`src/rtl/tx_lane_gearbox.sv`:
```
`default_nettype none
// ============================================================================
//  Module      : tx_lane_gearbox
//  Description : Serialises 16-bit link-layer words into 4-bit nibbles for one
//                PHY lane (chN_d). The lane emits the least-significant nibble
//                first. A 2-entry FIFO sits in front of a 16-bit shifter.
//                Between words the lane can send a training nibble, idle
//                nibbles or (optionally) PRBS7. A count of data underruns is
//                kept.
//  Optional    : define TX_LANE_GEARBOX_PRBS_EN to include the PRBS7 generator
//                and the PRBS state. Without it, prbs_en is ignored.
//  Ports       : data_tx_clk   - divided TX clock; all logic updates on the rising edge
//                resetn        - synchronous, active-low reset
//                in_data/in_valid/in_last/in_ready - word input handshake
//                train_en/train_pat - training pattern request and nibble
//                prbs_en       - PRBS7 request
//                pd            - lane power-down
//                ch_d          - registered nibble to the PHY
//                ch_active     - high while a data word is being sent
//                underrun_cnt  - saturating count of underruns
//  Revision    : 1.0 - initial release
// ============================================================================
module tx_lane_gearbox #(
    parameter logic [3:0] IDLE_NIB = 4'b0101
) (
    input  logic        data_tx_clk,
    input  logic        resetn,
    input  logic [15:0] in_data,
    input  logic        in_valid,
    input  logic        in_last,
    output logic        in_ready,
    input  logic        train_en,
    input  logic [3:0]  train_pat,
    input  logic        prbs_en,
    input  logic        pd,
    output logic [3:0]  ch_d,
    output logic        ch_active,
    output logic [7:0]  underrun_cnt
);

    typedef enum logic [1:0] {
        S_IDLE  = 2'd0,
        S_TRAIN = 2'd1,
        S_DATA  = 2'd2
`ifdef TX_LANE_GEARBOX_PRBS_EN
        ,S_PRBS = 2'd3
`endif
    } state_t;

    state_t      r_state, w_state_nxt;
    logic [1:0]  r_idx, w_idx_nxt;
    logic [15:0] r_shift;
    logic        r_cur_last;
    logic [3:0]  r_ch_d, w_ch_nxt;
    logic        r_ch_active;
    logic [7:0]  r_underrun_cnt;

    // 2-entry FIFO of {last, data}
    logic [16:0] r_mem [0:1];
    logic        r_wptr, r_rptr;
    logic [1:0]  r_count;
    logic        w_full, w_empty, w_push, w_pop, w_unr_inc, w_decide;
    logic [3:0]  w_cur_nib;

    assign w_full   = (r_count == 2'd2);
    assign w_empty  = (r_count == 2'd0);
    assign in_ready = resetn & ~pd & ~w_full;
    assign w_push   = in_valid & in_ready;

    assign w_cur_nib = r_shift[{r_idx, 2'b00} +: 4];

`ifdef TX_LANE_GEARBOX_PRBS_EN
    logic [6:0]  r_lfsr;
    logic [10:0] w_prbs_step;

    // Four steps of x^7+x^6+1; the first generated bit lands in bit 0.
    function automatic logic [10:0] f_prbs4(input logic [6:0] s);
        logic [6:0] st;
        logic [3:0] nib;
        logic       b;
        st  = s;
        nib = 4'h0;
        for (int i = 0; i < 4; i++) begin
            b      = st[6] ^ st[5];
            nib[i] = b;
            st     = {st[5:0], b};
        end
        return {nib, st};
    endfunction

    assign w_prbs_step = f_prbs4(r_lfsr);
`else
    logic w_unused_prbs_en;
    assign w_unused_prbs_en = prbs_en;
`endif

    // Next state / output nibble. The nibble is taken from the current state,
    // so a change of state becomes visible on ch_d one edge later.
    always_comb begin
        w_state_nxt = r_state;
        w_idx_nxt   = r_idx + 2'd1;
        w_pop       = 1'b0;
        w_unr_inc   = 1'b0;
        w_ch_nxt    = IDLE_NIB;
        case (r_state)
            S_IDLE:  w_ch_nxt = IDLE_NIB;
            S_TRAIN: w_ch_nxt = train_pat;
            S_DATA:  w_ch_nxt = w_cur_nib;
`ifdef TX_LANE_GEARBOX_PRBS_EN
            S_PRBS:  w_ch_nxt = w_prbs_step[10:7];
`endif
            default: w_ch_nxt = IDLE_NIB;
        endcase

        // In IDLE, decide every cycle. Otherwise decide only at the word boundary.
        w_decide = (r_state == S_IDLE) || (r_idx == 2'd3);
        if (w_decide) begin
            w_idx_nxt = 2'd0;
`ifdef TX_LANE_GEARBOX_PRBS_EN
            if (prbs_en)
                w_state_nxt = S_PRBS;
            else
`endif
            if (train_en) begin
                w_state_nxt = S_TRAIN;
            end else if (!w_empty) begin
                w_state_nxt = S_DATA;
                w_pop       = 1'b1;
            end else begin
                w_state_nxt = S_IDLE;
                w_unr_inc   = (r_state == S_DATA) && !r_cur_last;
            end
        end
    end

    always_ff @(posedge data_tx_clk) begin
        if (!resetn) begin
            r_state        <= S_IDLE;
            r_idx          <= 2'd0;
            r_shift        <= 16'h0000;
            r_cur_last     <= 1'b0;
            r_ch_d         <= 4'h0;
            r_ch_active    <= 1'b0;
            r_underrun_cnt <= 8'h00;
            r_wptr         <= 1'b0;
            r_rptr         <= 1'b0;
            r_count        <= 2'd0;
        end else if (pd) begin
            // Power-down flushes the FIFO and drops any partial word. The
            // underrun history is kept.
            r_state     <= S_IDLE;
            r_idx       <= 2'd0;
            r_ch_d      <= 4'h0;
            r_ch_active <= 1'b0;
            r_wptr      <= 1'b0;
            r_rptr      <= 1'b0;
            r_count     <= 2'd0;
        end else begin
            r_state     <= w_state_nxt;
            r_idx       <= w_idx_nxt;
            r_ch_d      <= w_ch_nxt;
            r_ch_active <= (w_state_nxt == S_DATA);
            if (w_pop) begin
                {r_cur_last, r_shift} <= r_mem[r_rptr];
                r_rptr <= ~r_rptr;
            end
            if (w_push) begin
                r_mem[r_wptr] <= {in_last, in_data};
                r_wptr        <= ~r_wptr;
            end
            r_count <= r_count + {1'b0, w_push} - {1'b0, w_pop};
            if (w_unr_inc && (r_underrun_cnt != 8'hFF))
                r_underrun_cnt <= r_underrun_cnt + 8'd1;
        end
    end

`ifdef TX_LANE_GEARBOX_PRBS_EN
    always_ff @(posedge data_tx_clk) begin
        if (!resetn)
            r_lfsr <= 7'h7F;
        else if (!pd && (r_state == S_PRBS))
            r_lfsr <= w_prbs_step[6:0];
    end
`endif

    assign ch_d         = r_ch_d;
    assign ch_active    = r_ch_active;
    assign underrun_cnt = r_underrun_cnt;

endmodule
`default_nettype wire

```
`config.mk`:
```
export PLATFORM = sky130hd
export DESIGN_NAME = tx_lane_gearbox
export DESIGN_NICKNAME = d
export VERILOG_FILES = /design/src/rtl/tx_lane_gearbox.sv
export SDC_FILE = /design/constraint.sdc
export NUM_CORES = 1
export LEC_CHECK = 0
export BUFFER_PORTS_ARGS = -buffer_cell sky130_fd_sc_hd__clkbuf_2
export CAP_MARGIN = 10
export CORE_MARGIN = 8
export CORE_UTILIZATION = 50
export CTS_CLUSTER_SIZE = 16
export DETAILED_ROUTE_END_ITERATION = 10
export GPL_ROUTABILITY_DRIVEN = 0
export PLACE_DENSITY = 0.74
export SYNTH_ARGS = -nofsm -noshare
export SYNTH_HDL_FRONTEND = slang
export SYNTH_SLANG_ARGS = --single-unit
```
`constraint.sdc`:
```
create_clock -name data_tx_clk -period 1.75 [get_ports data_tx_clk]
set_input_delay 0.175 -clock data_tx_clk [delete_from_list [all_inputs] [get_ports data_tx_clk]]
set_output_delay 0.175 -clock data_tx_clk [all_outputs]
set_load 0.01 [all_outputs]
```
# ---- Word level (Yosys, flattened, before mapping)
# Memories as Yosys holds them, arrays and structs flattened. A register that Yosys moved wholly into a read port is not among the register bits.
# Index checks and enable logic that the tools add are counted.
# W data, S select, Z words.
dict set report totals {
  ff_bits 21
  ram_bits 34
  in_bits 27
  out_inout_bits 14
  elab_cells 53
  memories 1
}
dict set report op_classes {
  n_addsub 4
  eq_ne 6
  shift 1
  muxes 14
  n_bitwise 8
  n_reduce_logical 11
}
# memory words width read_ports rd_ports_with_merged_regs write_ports line
set mem_list {}
lappend mem_list {r_mem 2 17 1 1 1 59} ;# logic [16:0] r_mem [0:1];
# op count
set op_table {}
lappend op_table {{$shiftx A16 B5 Y4} 1}
lappend op_table {{$mux W1} 10}
lappend op_table {{$add A8 B1 Y8 const B} 1}
lappend op_table {{$eq A2 B2 Y1 const B} 4}
lappend op_table {{$ne A8 B8 Y1 const B} 1}
lappend op_table {{$pmux W4 S2} 1}
lappend op_table {{$mux W2} 3}
lappend op_table {{$not A1 Y1} 5}
lappend op_table {{$logic_not A2 Y1} 2}
lappend op_table {{$reduce_and A2 Y1} 2}
lappend op_table {{$and A1 B1 Y1} 3}
lappend op_table {{$reduce_or A3 Y1} 1}
lappend op_table {{$add A2 B1 Y2} 1}
lappend op_table {{$add A2 B1 Y2 const B} 1}
lappend op_table {{$eq A2 B1 Y1 const B} 1}
lappend op_table {{$logic_and A1 B1 Y1} 2}
lappend op_table {{$logic_not A1 Y1} 2}
lappend op_table {{$reduce_or A2 Y1} 1}
lappend op_table {{$sub A2 B1 Y2} 1}
lappend op_table {{$logic_or A1 B1 Y1} 1}

# ---- Logic depth before layout (Yosys ltp)
# Gate-level depths: netlist (run 1).
dict set report logic_depth {
  word_depth 8
  mapped_depth 9
  depth_no_buf 9
}

# ---- Least setup slack after synthesis (run 1)
# OpenSTA, ideal clock, no wires.
dict set report synth_path {
  path_kind {flip-flop to flip-flop}
  from {register r_count[0]}
  to {memory r_mem[0][0] (enable)}
  setup_time_ns 0.391
  arrival_time_ns 1.407
  required_ns 1.359
  path_slack_ns -0.048
  stages_incl_launch_ff 4
  cell_sequence {dfxtp_1 nand2b_1 nand3_1 nor2_1}
}
dict set report synth_between {
  elab_chain_len 8
}
# element line
set synth_lines {}
lappend synth_lines {{start, declared} 61} ;# logic [1:0] r_count;
lappend synth_lines {{start signal, assigned} 171} ;# r_count <= r_count + {1'b0, w_push} - {1'b0, w_pop};
lappend synth_lines {{$eq A2 B2 Y1} 65} ;# assign w_full = (r_count == 2'd2);
lappend synth_lines {{$not A1 Y1} 67} ;# assign in_ready = resetn & ~pd & ~w_full;
lappend synth_lines {{$and A1 B1 Y1} 67}
lappend synth_lines {{$and A1 B1 Y1} 68} ;# assign w_push = in_valid & in_ready;
lappend synth_lines {{$mux W1} 167} ;# if (w_push) begin
lappend synth_lines {{$mux W1} 148} ;# end else if (pd) begin
lappend synth_lines {{$mux W1} 137} ;# if (!resetn) begin
lappend synth_lines {{$mux W1 (not written as such)} 168} ;# r_mem[r_wptr] <= {in_last, in_data};
lappend synth_lines {{end, declared} 59}
# No other way between the ends.

# ---- Worst setup path after layout (run 1)
dict set report layout_path {
  from {register r_state[0]}
  to {register r_underrun_cnt[6] (netlist: underrun_cnt[6])}
}
dict set report layout_between {
  elab_chain_len 7
  word_cells_on_any_way 9
  classes_between {1 x eq/ne; 3 x mux; 5 x reduce/logical}
}
# element line
set layout_lines {}
lappend layout_lines {{start, declared} 50} ;# state_t r_state, w_state_nxt;
lappend layout_lines {{start signal, assigned} 159} ;# r_state <= w_state_nxt;
lappend layout_lines {{$eq A2 B2 Y1} 131} ;# w_unr_inc = (r_state == S_DATA) && !r_cur_last;
lappend layout_lines {{$logic_and A1 B1 Y1} 131}
lappend layout_lines {{$mux W1} 126} ;# end else if (!w_empty) begin
lappend layout_lines {{$mux W1} 124} ;# if (train_en) begin
lappend layout_lines {{$mux W1 (*)} 117} ;# if (w_decide) begin
lappend layout_lines {{$logic_and A1 B1 Y1 (*)} 172} ;# if (w_unr_inc && (r_underrun_cnt != 8'hFF))
lappend layout_lines {{$reduce_and A2 Y1 (no source line) (*)} -}
lappend layout_lines {{end signal, assigned} 173} ;# r_underrun_cnt <= r_underrun_cnt + 8'd1;
lappend layout_lines {{end, declared} 56} ;# logic [7:0] r_underrun_cnt;
# Every way passes the cells marked *; elsewhere a longest branch is shown, timed or not.
# A chain may end at the register's enable or synchronous reset.

==> flow_summary.json, run 1 <==
{
  "rsz0062_at_grt": "yes",
  "cts_sinks": 72,
  "crit_path_end_kind": "flop",
  "path_class": "flop to flop",
  "grt_pass1_wl_um": 8590,
  "synth.area.top_cells": "edfxtp_1, dfxtp_1, mux2i_1",
  "ios": 41,
  "finalNonFillerCells": 359,
  "p_per_area_nw_per_um2": 967,
  "hpwl_um": 3610,
  "drt-wirelength-per-cell_um": 15.2,
  "p_leak_nw": 1.24,
  "drive_gt1_share_pct": 34.5,
  "drc": 0,
  "htreeDepth": 3,
  "worst_path_max_delay_cell": "or4_4",
  "postRouteAntennaNets": 0,
  "cp_cell_sequence": "inv_2, ha_2, nor4b_4, nand3b_1, buf_6, or4_4, a21oi_1",
  "postSynthAreaPerCell_sq_um": 12.8,
  "ir_worst_vdd_uv": 586,
  "drv_slew": 0,
  "final_cell_mix": "clkbuf_2, dfxtp_1, edfxtp_1",
  "cp.required_ns": 2.03,
  "worst_slew_pin_slew_ns": 0.357,
  "vias_per_cell": 5.30,
  "worst_setup_path_start_kind": "flop",
  "final_common_cell": "clkbuf_2",
  "dp_cells": 342,
  "pwr-share-comb_pct": 4.2,
  "cap_violations": 0,
  "numCtsBuffers": 9,
  "grt_pass1_vias": 1901,
  "maxSlewHeadroom_pct": 76.2,
  "crit_end": "underrun_cnt[6]",
  "crit_fanout": 10,
  "core_sq_um": 5510,
  "finalPower_mw": 3.47,
  "drt_iter0_drc": 111,
  "syn_inst": 224,
  "fin_util_pct": 65.2,
  "ys_async_sr_fraction_pct": 0,
  "p_clk_share_pct": 44.1,
  "mappedNetlistArea_sq_um": 2860,
  "track_usage_pct": 12.9,
  "use_met2_pct": 20.6,
  "synth_enable_flop_cells": 34,
  "clock_path_buffers": 2,
  "seq_area_frac_synth_pct": 62.3,
  "finalSetupTns_ns": 0,
  "r2r_cells": 7,
  "firstDrtPassIters": 4,
  "sw_frac_of_total_pct": 19.7,
  "yosysUniqueCellTypes": 38,
  "slowest_delay_ns": 0.50,
  "switchingPower_mw": 0.682,
  "clk-insertion-delay-late_ns": 0.34,
  "cts-root-buf": "clkbuf_8",
  "layout.nets": 315,
  "yosys_register_bits": 72,
  "grt.busiest_layer": "met2",
  "hp-class": "input port to flop",
  "diodes": 0,
  "clock-skew-final_ns": 0.00556,
  "startpoint": "r_state[0]",
  "yosysWarnings": 0,
  "antenna_found_initial": 0,
  "yosys.area.top_type": "edfxtp_1",
  "power_frac_seq_pct": 51.7,
  "die_area_sq_um": 8390,
  "die_h_um": 91.6,
  "grt_max_degree": 35,
  "grt-ovfl-total": 0,
  "area_growth_pct": 25.5,
  "cts_tree": "yes",
  "fin_crit_ns": 1.72,
  "rows": 27,
  "io_buffer_count": 39,
  "yosysTopAreaCellShare_pct": 35.7,
  "ys.flop_type": "dfxtp_1",
  "outcome": "finished, final reports clean",
  "setup_viol": 0,
  "timing.rr.end": "underrun_cnt[6]",
  "fill_cells": 410,
  "max_clock_freq_mhz": 581,
  "syn_nets": 257,
  "clk_pin_slew_worst_paths_ns": 0.07,
  "crit_arrival_ns": 2.00,
  "r2r_start": "r_state[0]",
  "r2r_slack_ns": 0.03,
  "period_share_pct": 98.3,
  "vias": 1902,
  "wl_um": 5440,
  "hold_violations": 0,
  "p_int_mw": 2.79,
  "grtUsageMet1_pct": 14.7,
  "grt_use_met3_pct": 4.32,
  "die_w_um": 91.6,
  "initial_core_util_pct": 51.9
}
-- state kept, by name, summed over array words and instances (netlist names) --
| signal | flops |
|---|---|
| r_mem | 34 |
| r_shift | 16 |
| underrun_cnt | 8 |
| ch_d | 4 |
| r_count | 2 |
| r_idx | 2 |
| r_state | 2 |
| ch_active | 1 |
| r_cur_last | 1 |
| r_rptr | 1 |
| r_wptr | 1 |
-- worst max-delay path, delay by kind of cell, from the launching register on --
family	cells	cell delay (ns)
simple gates	3	0.79
compound gates	1	0.13
fa+ha+maj	1	0.18
flops	1	0.33
buf+inv	2	0.22
-- layer usage --
layer	share of wire, %	wire length (um)
met2	49	2660
met1	43	2330
met3	5.7	310
met5	0	0
met4	2.7	146
-- synthesized netlist by cell type, drive strengths merged (4+ instances only) --
| library cell | number |
|---|---|
| dfxtp | 38 |
| edfxtp | 34 |
| nor2 | 27 |
| mux2i | 19 |
| a211oi | 17 |
| nand2 | 9 |
| a21oi | 8 |
| buf | 6 |
| ha | 6 |
| clkbuf | 5 |
| inv | 5 |
| mux4 | 4 |
| nand3 | 4 |
| or4 | 4 |
-- power groups by stage --
| stage | Sequential [mW] | Clock (mW) | Combinational [mW] |
|---|---|---|---|
| 3_5_place_dp | 1.83 | 0 | 0.138 |
| 4_1_cts | 1.80 | 1.56 | 0.140 |
| 5_1_grt | 1.80 | 1.64 | 0.158 |
| 3_3_place_gp | 1.83 | 0 | 0.135 |
| 2_1_floorplan | 1.83 | 0 | 0.0646 |
| 6_report | 1.80 | 1.53 | 0.144 |
-- per-stage QoR --
step,worst slack (ns),hold slack [ns],cell area [sq um]
global route,-0.0537,0.00441,3590
detailed placement,-0.00588,0.367,3260
CTS,-0.0142,0.00318,3510
global placement,0.0519,0.363,3260
finish,0.0293,0.0172,3590
floorplan,-0.0476,0.274,2860
-- how the worst min path moves through the flow --
stage                 from            to  cells past startpoint
3_5_place_dp    in_data[5]   r_mem[1][5]                      1
6_report        in_data[2]   r_mem[0][2]                      1
3_3_place_gp   in_data[10]  r_mem[0][10]                      1
4_1_cts         in_data[2]   r_mem[0][2]                      1
5_1_grt         in_data[2]   r_mem[0][2]                      1
2_1_floorplan   in_data[0]   r_mem[0][0]                      0
-- area by class of cell --
| type | count | area [sq um] | area share [%] |
|---|---|---|---|
| Clock inverter | 7 | 110 | 3.07 |
| Inverter | 5 | 18.8 | 0.523 |
| Sequential cell | 72 | 1780 | 49.7 |
| Timing Repair Buffer | 58 | 379 | 10.6 |
| Tap cell | 72 | 90.1 | 2.51 |
| Clock buffer | 9 | 124 | 3.45 |
| Multi-Input combinational cell | 136 | 1080 | 30.2 |
-- cell families after synthesis --
family / count (synthesis) / synth area share [%]
xor gates and xnor gates: 4 / 1.23
and+or+nand+nor: 65 / 12.3
muxes: 23 / 9.80
DFF: 72 / 62.3
buffers and inverters: 16 / 2.58
AOI/OAI and AO/OA: 38 / 9.15
adders and majority gates: 6 / 2.63
-- timing repair --
| item | 4_1_cts | 5_1_grt |
|---|---|---|
| gates cloned | 0 | 0 |
| pin swaps | 1 | 11 |
| setup buffers | 0 | 1 |
| endpoints found under the setup margin | 3 | 13 |
| resized for setup | 4 | 19 |
| hold buffers | 0 | 0 |
No activity file was read; power rests on OpenSTA's default activity.
==> run 2: changes to the inputs <==
--- a/config.mk
+++ b/config.mk
@@ -8,11 +8,11 @@
 export BUFFER_PORTS_ARGS = -buffer_cell sky130_fd_sc_hd__clkbuf_2
 export CAP_MARGIN = 10
 export CORE_MARGIN = 8
-export CORE_UTILIZATION = 50
+export CORE_UTILIZATION = 40
 export CTS_CLUSTER_SIZE = 16
 export DETAILED_ROUTE_END_ITERATION = 10
 export GPL_ROUTABILITY_DRIVEN = 0
-export PLACE_DENSITY = 0.74
+export SLEW_MARGIN = 0
 export SYNTH_ARGS = -nofsm -noshare
 export SYNTH_HDL_FRONTEND = slang
 export SYNTH_SLANG_ARGS = --single-unit
==> flow_summary.json, run 2 (synthesis gave the netlist of run 1 again) <==
{
  "largest-register": "r_mem",
  "grt-ovfl-total": 0,
  "cts_sinks": 72,
  "r2r_start": "r_state[0]",
  "vias": 1905,
  "ios": 41,
  "htreeDepth": 3,
  "largest_reg_flops": 34,
  "wl_um": 5420,
  "drv_slew": 0,
  "fin_crit_ns": 1.70,
  "max_clock_freq_mhz": 589,
  "initial_core_util_pct": 40.3,
  "crit_fanout": 6,
  "r2r_slack_ns": 0.05,
  "crit_arrival_ns": 1.97,
  "cap_violations": 0,
  "maxSlewHeadroom_pct": 76.1,
  "worst_hold_slack_ns": 0.0228,
  "drt_iter0_drc": 70,
  "grt_max_degree": 35,
  "ir_worst_vdd_uv": 512,
  "grt_pass1_vias": 1885,
  "layout.nets": 319,
  "io_buffer_count": 39,
  "fin_util_pct": 51.4,
  "clock-skew-final_ns": 0.0123,
  "min_from": "in_last",
  "final_cell_mix": "clkbuf_2, dfxtp_1, edfxtp_1",
  "diodes": 0,
  "worst_setup_path_start_kind": "flop",
  "firstDrtPassIters": 4,
  "core_sq_um": 7100,
  "grt_pass1_wl_um": 8910,
  "crit_path_end_kind": "flop",
  "area_growth_pct": 27.6,
  "numCtsBuffers": 9,
  "worst_slew_pin_slew_ns": 0.359,
  "outcome": "finished, final reports clean",
  "clk_pin_slew_worst_paths_ns": 0.08,
  "drc": 0,
  "hold_violations": 0,
  "clock_path_buffers": 2,
  "path_class": "flop to flop",
  "hold_path_depth": 1,
  "clk-insertion-delay-late_ns": 0.34,
  "postRouteAntennaNets": 0,
  "hp-class": "input port to flop",
  "drt-wirelength-per-cell_um": 13.9,
  "rsz0062_at_grt": "yes",
  "cts_tree": "yes",
  "antenna_found_initial": 0,
  "p_leak_nw": 1.25,
  "timing.rr.end": "underrun_cnt[1]",
  "hpwl_um": 3610,
  "die_area_sq_um": 10100,
  "rows": 31,
  "die_w_um": 101,
  "min_to": "r_mem[1][16]",
  "r2r_cells": 8,
  "die_h_um": 101,
  "cp.required_ns": 2.03,
  "final_common_cell": "clkbuf_2",
  "drive_gt1_share_pct": 35.1,
  "vias_per_cell": 4.88,
  "setup_viol": 0,
  "track_usage_pct": 11.5,
  "cts-root-buf": "clkbuf_8",
  "period_share_pct": 97.0,
  "p_per_area_nw_per_um2": 868
}
## run 2: cell count changes in the layout (fill, tap and decap cells not counted), sizes merged
cell and delta:
inv +3, buf -1, bufinv -3, dlygate4sd3 +5
## run 2: layer usage
metal	routed length (um)	track usage, %	share of wire (%)	vias up
met1	2290	13.3	42	885
li1	-	-	-	969
met5	0	0	0	-
met2	2680	18.8	49	42
met4	93	5.58	1.7	0
met3	354	3.45	6.5	9
## run 2: worst max path at each step
stage                     from         endpoint  slack, ns
floorplan           r_count[0]      r_mem[0][0]      -0.05
global placement    r_state[0]  underrun_cnt[6]       0.04
detailed placement  r_state[0]  underrun_cnt[5]      -0.03
CTS                 r_state[0]  underrun_cnt[4]      0.008
global route        r_state[0]  underrun_cnt[3]     -0.004
finish              r_state[0]  underrun_cnt[1]       0.05
## run 2: through the flow
step	instance area (sq um)	total power, mW	TNS, ns	std cells	setup WS [ns]
6_report	3650	3.16	0	390	0.0519
5_1_grt	3650	3.30	-0.00749	390	-0.00412
4_1_cts	3530	3.19	0	387	0.00783
3_5_place_dp	3280	1.97	-0.102	365	-0.0278
3_3_place_gp	3280	1.97	0	365	0.0417
2_1_floorplan	2860	1.90	-1.62	224	-0.0476
## run 2: critical path, stage by stage (launching register included)
cell and delay, ns:
dfxtp_2 0.34, inv_4 0.07, ha_4 0.12, nor4b_4 0.18, nand3b_1 0.15, buf_6 0.17, buf_4 0.14, or3b_1 0.35
a21oi_1 0.12
## run 2: timing repair
action                     in CTS  in global routing
setup endpoints to repair       5                  9
hold buffers                    2                  3
gates cloned                    1                  0
hold endpoints to repair        3                  6
buffers inserted                3                  0
pin swaps                       4                 14
resized for setup               5                 20
## run 2: power breakdown
group	switching [mW]	leakage [nW]	internal (mW)	total, mW
clock network	0.670	0.0923	0.541	1.21
registers	0.00941	0.617	1.78	1.79
logic	0.0790	0.536	0.0796	0.159
total	0.759	1.25	2.41	3.16
## run 2: final cells by class
| type | instances | area [sq um] |
|---|---|---|
| well taps | 99 | 124 |
| clock buffers | 9 | 124 |
| repair buffers | 62 | 432 |
| fillers | 653 | 3450 |
| multi-input cells | 136 | 1100 |
| inverters | 5 | 21.3 |
| flip-flops and latches | 72 | 1790 |
| clock inverters | 7 | 62.6 |
==> run 3: changes to the inputs <==
==> constraint.sdc (replaced) <==
create_clock -name data_tx_clk -period 2.2 [get_ports data_tx_clk]
set_input_delay 0.22 -clock data_tx_clk [delete_from_list [all_inputs] [get_ports data_tx_clk]]
set_output_delay 0.22 -clock data_tx_clk [all_outputs]
set_load 0.01 [all_outputs]
==> flow_summary.json, run 3 (synthesis gave the netlist of run 1 again) <==
{
  "final_common_cell": "clkbuf_2",
  "crit_fanout": 15,
  "cts_sinks": 72,
  "outcome": "finished, final reports clean",
  "path_buf_inv": 1,
  "largest_reg_flops": 34,
  "ir_worst_vdd_uv": 488,
  "max_clock_freq_mhz": 509,
  "cts_resized": 0,
  "p_leak_nw": 1.16,
  "die_w_um": 101,
  "antenna_found_initial": 0,
  "grt_pass1_wl_um": 8310,
  "clock-skew-final_ns": 0.00584,
  "diodes": 0,
  "grt_max_degree": 35,
  "fill_cells": 655,
  "initial_core_util_pct": 40.3,
  "fin_crit_ns": 1.96,
  "r2r_slack_ns": 0.24,
  "path_class": "flop to flop",
  "cp.required_ns": 2.46,
  "rsz0062_at_grt": "no",
  "cap_violations": 0,
  "io_buffer_count": 39,
  "die_area_sq_um": 10100,
  "regArea_sq_um": 1780,
  "cp_cell_sequence": "ha_1, nor2_1, nand3b_1, buf_4, or4_1, a21oi_1",
  "cts-root-buf": "clkbuf_8",
  "r2r_cells": 6,
  "postRouteAntennaNets": 0,
  "hpwl_um": 3510,
  "period_share_pct": 89.2,
  "setup_viol": 0,
  "holdBufCountCts": 0,
  "die_h_um": 101,
  "wl_um": 5060,
  "layout.nets": 304,
  "slowest_delay_ns": 0.51,
  "crit_path_end_kind": "flop",
  "vias": 1799,
  "worst_path_max_delay_cell": "dfxtp_1",
  "worst_hold_slack_ns": 0.0726,
  "min_to": "r_mem[0][15]",
  "final_cell_mix": "clkbuf_2, dfxtp_1, edfxtp_1",
  "maxSlewHeadroom_pct": 75.8,
  "clk_pin_slew_worst_paths_ns": 0.07,
  "firstDrtPassIters": 4,
  "r2r_start": "r_idx[0]",
  "crit_arrival_ns": 2.23,
  "ios": 41,
  "finalSetupTns_ns": 0,
  "p_per_area_nw_per_um2": 744,
  "area_growth_pct": 17.9,
  "numCtsBuffers": 9,
  "track_usage_pct": 10.8,
  "startpoint": "r_idx[0]",
  "hold_violations": 0,
  "hold_path_depth": 1,
  "clock_path_buffers": 2,
  "grt_pass1_vias": 1755,
  "postCtsSetupBuffers": 0,
  "multiInputGateArea_sq_um": 1000,
  "worst_slew_pin_slew_ns": 0.363,
  "vias_per_cell": 4.80,
  "hp-class": "input port to flop",
  "clk-insertion-delay-late_ns": 0.33,
  "cts_tree": "yes",
  "rows": 31,
  "grt-ovfl-total": 0,
  "core_sq_um": 7100,
  "htreeDepth": 3,
  "drv_slew": 0,
  "largest-register": "r_mem",
  "drc": 0,
  "drt_iter0_drc": 52,
  "drt-wirelength-per-cell_um": 13.5,
  "timing.rr.end": "underrun_cnt[5]",
  "min_from": "in_data[15]",
  "drive_gt1_share_pct": 25.7,
  "worst_setup_path_start_kind": "flop",
  "crit_family": "simple AND/OR/NAND/NOR gates"
}
run 3: cell types whose count changed in the layout (fill, tap and decap cells not counted), moves of 3 or more:
cell	before	now
or4_4	3	0
buf_12	4	0
ha_1	2	6
dlygate4sd3_1	5	0
a21oi_1	4	8
buf_4	12	8
or4_1	1	4
a21oi_2	4	0
run 3: per-layer routing:
metal	track usage, %	vias up	wire length (um)
met5	0	-	0
li1	-	940	-
met3	5.46	2	296
met2	17.5	33	2420
met4	3.14	0	19
met1	12.1	824	2330
run 3: how the worst max path moves through the flow:
| stage | end | slack (ns) | depth (start not counted) |
|---|---|---|---|
| after global routing | r_count[1] | 0.04 | 8 |
| after detailed placement | underrun_cnt[5] | 0.24 | 6 |
| after CTS | underrun_cnt[5] | 0.23 | 6 |
| final | underrun_cnt[5] | 0.24 | 6 |
| after global placement | underrun_cnt[4] | 0.30 | 6 |
| after floorplan | r_mem[0][0] | 0.38 | 3 |
run 3: report_power, final:
part	leakage, nW	switching (mW)	internal (mW)
Sequential	0.616	0.00745	1.42
Clock	0.0973	0.456	0.524
Combinational	0.448	0.0550	0.0436
run 3: cell type report:
| class | count | share of cell area [%] |
|---|---|---|
| repair buffers | 47 | 7.57 |
| clock buffers | 11 | 3.90 |
| clock inverters | 5 | 1.71 |
| well taps | 99 | 3.67 |
| inverters | 5 | 0.557 |
| flip-flops and latches | 72 | 52.8 |
| multi-input cells | 136 | 29.8 |
run 3: worst reg2reg max path, cell delays in order, from the launching register on:
cell and delay (ns):
dfxtp_1 0.51, ha_1 0.25, nor2_1 0.10, nand3b_1 0.16, buf_4 0.19, or4_1 0.51, a21oi_1 0.16
run 3: per-stage QoR:
step | cell area (sq um) | total power [mW] | setup WS (ns) | cells | util (%)
after floorplan | 2860 | 1.51 | 0.377 | 224 | -
final | 3370 | 2.51 | 0.237 | 375 | 47.5
after CTS | 3370 | 2.54 | 0.233 | 375 | 47.5
after global placement | 3180 | 1.56 | 0.300 | 359 | 44.8
after detailed placement | 3180 | 1.56 | 0.244 | 359 | 44.8
after global routing | 3370 | 2.62 | 0.0359 | 375 | 47.5
